<file path="src/rtl/float32_mul_arb_pkg.sv">
// Shared types for the float32 multiplier arbiter: FSM state, in-flight tag, data width.
package float32_mul_arb_pkg;

    localparam int FLOAT_W = 32;
    localparam int IDX_W   = 3;

    typedef enum logic [1:0] {
        IDLE  = 2'd0,
        RUN   = 2'd1,
        DRAIN = 2'd2
    } state_e;

    typedef struct packed {
        logic             valid;
        logic [IDX_W-1:0] index;
    } tag_t;

endpackage

</file>
<file path="src/rtl/float32_mul_arbiter_rr_arbiter.sv">
// Combinational round-robin arbiter: one-hot grant to the first request after ptr_i, wrapping.
module rr_arbiter #(
    parameter int N = 4
) (
    input  logic [N-1:0]         req_i,
    input  logic [$clog2(N)-1:0] ptr_i,
    output logic [N-1:0]         grant_o
);

    logic found_s;

    // Two passes give wrap-around priority: indices above the pointer first, then the rest.
    always_comb begin
        grant_o = '0;
        found_s = 1'b0;
        for (int i = 0; i < N; i++) begin
            if (!found_s && req_i[i] && (i > int'(ptr_i))) begin
                grant_o[i] = 1'b1;
                found_s    = 1'b1;
            end else begin
                found_s = found_s;
            end
        end
        for (int i = 0; i < N; i++) begin
            if (!found_s && req_i[i] && (i <= int'(ptr_i))) begin
                grant_o[i] = 1'b1;
                found_s    = 1'b1;
            end else begin
                found_s = found_s;
            end
        end
    end

endmodule

</file>
<file path="src/rtl/float32_mul_arbiter.sv">
// Shares one fixed-latency float32 multiplier among N_REQ requesters with round-robin grants.
// Optional FLOAT32_MUL_ARB_STATS_EN adds per-requester saturating grant counters.
module float32_mul_arbiter
    import float32_mul_arb_pkg::*;
#(
    parameter int N_REQ       = 4,
    parameter int MUL_LATENCY = 6
) (
    input  logic                       in_clk,
    input  logic                       in_rst,
    input  logic                       in_enable,
    input  logic [N_REQ-1:0]           in_req_valid,
    input  logic [N_REQ*FLOAT_W-1:0]   in_req_A,
    input  logic [N_REQ*FLOAT_W-1:0]   in_req_B,
    output logic [N_REQ-1:0]           out_req_ready,
    output logic [FLOAT_W-1:0]         out_mul_A,
    output logic [FLOAT_W-1:0]         out_mul_B,
    output logic                       out_mul_valid,
    input  logic [FLOAT_W-1:0]         in_mul_result,
    output logic [N_REQ-1:0]           out_resp_valid,
    output logic [FLOAT_W-1:0]         out_resp_data,
`ifdef FLOAT32_MUL_ARB_STATS_EN
    output logic [N_REQ*FLOAT_W-1:0]   out_grant_count,
`endif
    output logic                       out_idle
);

    localparam int PW = $clog2(N_REQ);

    state_e               state_q, state_d;
    logic                 idle_q;
    logic [PW-1:0]        last_grant_q;
    logic [N_REQ-1:0]     arb_grant_s, grant_s;
    logic [PW-1:0]        grant_idx_s;
    logic                 grant_any_s;
    logic [FLOAT_W-1:0]   sel_a_s, sel_b_s;
    logic [FLOAT_W-1:0]   mul_a_q, mul_b_q;
    tag_t                 issue_tag_q;
    tag_t                 tag_q [MUL_LATENCY];
    tag_t                 exit_tag_s;
    logic                 busy_now_s, busy_next_s;

    rr_arbiter #(.N(N_REQ)) u_rr (
        .req_i   (in_req_valid),
        .ptr_i   (last_grant_q),
        .grant_o (arb_grant_s)
    );

    // Grant gating, index encode and operand select for the granted requester.
    always_comb begin
        grant_s     = ((state_q == RUN) && in_enable) ? arb_grant_s : '0;
        grant_any_s = |grant_s;
        grant_idx_s = '0;
        sel_a_s     = '0;
        sel_b_s     = '0;
        for (int i = 0; i < N_REQ; i++) begin
            if (grant_s[i]) begin
                grant_idx_s = PW'(i);
                sel_a_s     = in_req_A[i*FLOAT_W +: FLOAT_W];
                sel_b_s     = in_req_B[i*FLOAT_W +: FLOAT_W];
            end else begin
                grant_idx_s = grant_idx_s;
            end
        end
    end

    // busy_next predicts emptiness one cycle ahead so out_idle can be a register.
    always_comb begin
        busy_now_s  = issue_tag_q.valid;
        busy_next_s = grant_any_s | issue_tag_q.valid;
        for (int k = 0; k < MUL_LATENCY; k++) begin
            busy_now_s = busy_now_s | tag_q[k].valid;
        end
        for (int k = 0; k < MUL_LATENCY - 1; k++) begin
            busy_next_s = busy_next_s | tag_q[k].valid;
        end
    end

    // Next-state logic for the IDLE/RUN/DRAIN controller.
    always_comb begin
        case (state_q)
            IDLE:    state_d = in_enable ? RUN : IDLE;
            RUN:     state_d = in_enable ? RUN : DRAIN;
            DRAIN: begin
                if (in_enable) begin
                    state_d = RUN;
                end else if (!busy_now_s) begin
                    state_d = IDLE;
                end else begin
                    state_d = DRAIN;
                end
            end
            default: state_d = IDLE;
        endcase
    end

    // Controller state, registered idle flag and round-robin pointer.
    always_ff @(posedge in_clk or posedge in_rst) begin
        if (in_rst) begin
            state_q      <= IDLE;
            idle_q       <= 1'b1;
            last_grant_q <= PW'(N_REQ - 1);
        end else begin
            state_q <= state_d;
            idle_q  <= (state_d != RUN) && !busy_next_s;
            if (grant_any_s) begin
                last_grant_q <= grant_idx_s;
            end
        end
    end

    // Issue register and tag pipeline; the tag leaves exactly when the product arrives.
    always_ff @(posedge in_clk or posedge in_rst) begin
        if (in_rst) begin
            mul_a_q     <= '0;
            mul_b_q     <= '0;
            issue_tag_q <= '0;
            for (int k = 0; k < MUL_LATENCY; k++) begin
                tag_q[k] <= '0;
            end
        end else begin
            if (grant_any_s) begin
                mul_a_q <= sel_a_s;
                mul_b_q <= sel_b_s;
            end
            issue_tag_q.valid <= grant_any_s;
            issue_tag_q.index <= IDX_W'(grant_idx_s);
            tag_q[0]          <= issue_tag_q;
            for (int k = 1; k < MUL_LATENCY; k++) begin
                tag_q[k] <= tag_q[k-1];
            end
        end
    end

    // Response strobe decode from the exiting tag.
    always_comb begin
        exit_tag_s     = tag_q[MUL_LATENCY-1];
        out_resp_valid = '0;
        if (exit_tag_s.valid) begin
            out_resp_data = in_mul_result;
            for (int i = 0; i < N_REQ; i++) begin
                out_resp_valid[i] = (exit_tag_s.index == IDX_W'(i));
            end
        end else begin
            out_resp_data = '0;
        end
    end

    assign out_req_ready = grant_s;
    assign out_mul_A     = mul_a_q;
    assign out_mul_B     = mul_b_q;
    assign out_mul_valid = issue_tag_q.valid;
    assign out_idle      = idle_q;

`ifdef FLOAT32_MUL_ARB_STATS_EN
    logic [FLOAT_W-1:0] gcnt_q [N_REQ];

    // Saturating per-requester grant counters.
    always_ff @(posedge in_clk or posedge in_rst) begin
        if (in_rst) begin
            for (int i = 0; i < N_REQ; i++) begin
                gcnt_q[i] <= '0;
            end
        end else begin
            for (int i = 0; i < N_REQ; i++) begin
                if (grant_s[i] && (gcnt_q[i] != 32'hFFFF_FFFF)) begin
                    gcnt_q[i] <= gcnt_q[i] + 32'd1;
                end
            end
        end
    end

    // Pack counters like the operand buses.
    always_comb begin
        out_grant_count = '0;
        for (int i = 0; i < N_REQ; i++) begin
            out_grant_count[i*FLOAT_W +: FLOAT_W] = gcnt_q[i];
        end
    end
`endif

endmodule
</file>
<file path="config.mk">
export PLATFORM = sky130hd
export DESIGN_NAME = float32_mul_arbiter
export DESIGN_NICKNAME = d
export VERILOG_FILES = /design/src/rtl/float32_mul_arb_pkg.sv /design/src/rtl/float32_mul_arbiter_rr_arbiter.sv /design/src/rtl/float32_mul_arbiter.sv
export SDC_FILE = /design/constraint.sdc
export NUM_CORES = 1
export LEC_CHECK = 0
export ABC_CLOCK_PERIOD_IN_PS = 4400
export BUFFER_PORTS_ARGS = -buffer_cell sky130_fd_sc_hd__buf_4
export CAP_MARGIN = 20
export CORE_AREA = 2 2 157 159
export CTS_CLUSTER_SIZE = 16
export DETAILED_ROUTE_END_ITERATION = 7
export DIE_AREA = 0 0 159 161
export PLACE_DENSITY = 0.57
export SYNTH_ARGS = -nofsm -noshare
export SYNTH_HDL_FRONTEND = slang
export SYNTH_SLANG_ARGS = --single-unit
</file>
<file path="constraint.sdc">
create_clock -name in_clk -period 4.4 [get_ports in_clk]
set_input_delay 0.44 -clock in_clk [delete_from_list [all_inputs] [get_ports in_clk]]
set_output_delay 0.44 -clock in_clk [all_outputs]
set_load 0.005 [all_outputs]
</file>
==> reports/results.ini <==
[outcome]
outcome = finished clean

[synth]
syn_avg_cell_area_um2 = 9.734
synth-seq-area-share = 0.4869
yosysTopAreaCell = dfrtp_1
yosysUniqueCellTypes = 31
synth.area.top_cells = dfrtp_1, a22oi_1, a31oi_1, nor3_1, and2_1
syn-num-nets = 771
synth_top_area_frac = 0.4699
yosys_warnings = 0
postSynthCellCount = 476
syn_area_mm2 = 0.004633
ys_ff_latch = 90

[clock_tree]
postCtsSetupBuffers = 0
htreeDepth = 3
clk_latency_ps = 340
cts-root-buf = clkbuf_16
cts_tree = built
clock-sinks = 90
cts.path.max_buffers = 2
ctsHoldBuffers = 0
cts_buffers = 9
post_cts_resized = 0
clk_pin_slew_ps = 70

[timing]
timing.fmax_mhz = 325.7
worst_slew_pin_slew_ps = 897.8
whs_ps = 140.6
fin_ws_ps = 1330
max_slew_margin = 0.4001
tns_ps = 0
timing.final.crit_share = 0.6977
grt_setup_unrepaired = false
finalClockSkew_ps = 6.650
setup_viol = 0
hold_viol_final = 0
period_minus_slack_ps = 3070
drv_slew = 0

[floorplanning]
fp.coreArea_mm2 = 0.02396
rows = 57
initial_core_util = 0.1933
die_area_mm2 = 0.02560
fp.dieH_um = 161
die_w_um = 159
io_pins = 401

[global_route]
grt_pass1_vias = 5795
antenna_found_initial = 0
grt_pass1_wl_mm = 31.91
track_usage = 0.1573
overflow = 0
grt_max_degree = 67

[place]
placed_cells = 1156
io_buffers = 400
dp_hpwl_mm = 15.18
place_ws_ps = 1618
gp_congestion = 0.7997

[worst_hold_path]
hold_path_class = in2async

[route]
routed_wl_mm = 20.66
drtIter0Drc = 291
antenna_left = 0
drc = 0
via_per_inst = 4.703
dr.pass1.iters = 5
met1_length_mm = 7.862
top_layer_used = met4
wl_per_cell_um = 17.63
wl_met3_mm = 1.837
wl_met2_mm = 10.61
vias = 5512

[worst_setup_path]
critical_path_class = reg2out
cp_data_required_time_ps = 3960
path_max_fanout = 37
cp.arrival_ps = 2630
cp-end-kind = primary output
critPathLaunchType = register

[final_layout]
n_fill_cell = 2573
antennaDiodeCount = 0
multiInputGateArea_mm2 = 0.002175
seq_area_mm2 = 0.002256
fin_util = 0.3434
area_delta_synth_final_pct = 77.59
drive_gt1_frac = 0.5130
finalNonFillerCells = 1172
fin_nets = 1138

[pwr]
power.static_leakage_nw = 3.691
vdd.ir_drop.worst_mv = 0.1671
pwr_density_cell_mw_per_mm2 = 469.5

[job]
max-cap-violations = 0

layout by cell type, fill, tap and decap left out, types with 6 or more instances in the layout:
cell type and count:
buf_4 408, a22oi_1 128, dfrtp_1 87, nor3_1 66
a31oi_1 64, and2_1 33, clkbuf_16 9, nor2_1 6
path summary, 6_finish.rpt:
check,startpoint,endpoint,slack [ps],cells after the start
max in group asynchronous,in_rst,tag_q[15]$_DFF_PP0_,3160,3
hold / removal,in_rst,out_mul_B[31]$_DFFE_PP0P_,140,2
min in group in_clk,in_enable,state_q[1]$_DFF_PP0_,290,2
setup reg to reg,last_grant_q[1]$_DFFE_PP1P_,out_mul_A[13]$_DFFE_PP0P_,1710,6
hold reg to reg,tag_q[17]$_DFF_PP0_,tag_q[13]$_DFF_PP0_,350,0
setup / recovery,state_q[1]$_DFF_PP0_,out_req_ready[3],1330,5
metal layers:
metal / GRT usage / vias to the layer above
li1: - / 2600
met1: 0.1759 / 2608
met2: 0.2872 / 287
met3: 0.04777 / 17
met4: 0.04876 / 0
met5: 0 / -
synthesized netlist by cell type, drive strengths merged:
cell,n
a22oi,128
dfrtp,87
nor3,66
a31oi,64
clkbuf,36
and2,33
buf,16
nor2,9
inv,4
dfstp,3
nand2,3
nor2b,3
o21bai,3
a21oi,2
a221oi,2
nand2b,2
nand3,2
o21ai,2
or2,2
a21boi,1
and2b,1
and3,1
nor3b,1
nor4,1
o2111a,1
o2111ai,1
o21a,1
o22ai,1
layout make-up:
| cell class | instances | share of cell area |
|---|---|---|
| well taps | 324 | 0.04927 |
| multi-input cells | 330 | 0.2643 |
| clock buffers | 9 | 0.02737 |
| inverters | 4 | 0.002129 |
| flip-flops and latches | 90 | 0.2742 |
| clock inverters | 7 | 0.01049 |
| repair buffers | 408 | 0.3723 |
registers in the layout (all words and copies together) (netlist names):
register       count
out_mul_A         32
out_mul_B         32
tag_q             15
exit_tag_s         3
issue_tag_q        2
last_grant_q       2
state_q            2
out_idle           1
out_mul_valid      1
cells by family after synthesis:
logic type      Yosys count  synth area share
flops                    90            0.4869
buf+inv                  56           0.05428
simple gates            124            0.1431
compound gates          206            0.3157
worst max-delay path, cell delays in order (launching register included):
cell and delay (ps):
dfrtp_1 380, and2b_1 280, nand3_1 210, nor2_4 700, buf_4 510, buf_4 190
through the flow:
| stage | total power, W | instance area, µm² |
|---|---|---|
| after CTS | 0.003946 | 8228 |
| final | 0.003863 | 8228 |
| after global routing | 0.004167 | 8228 |
| after global placement | 0.003072 | 7916 |
| after detailed placement | 0.003099 | 7916 |
| after floorplan | 0.002081 | 4633 |
power breakdown:
group	switching [W]	total (W)	internal (W)
registers	0.000217	0.00141	0.00119
clock network	0.000366	0.000818	0.000453
logic	0.000719	0.00164	0.000917
total	0.00130	0.00386	0.00256
(Power assumes the default switching activity.)
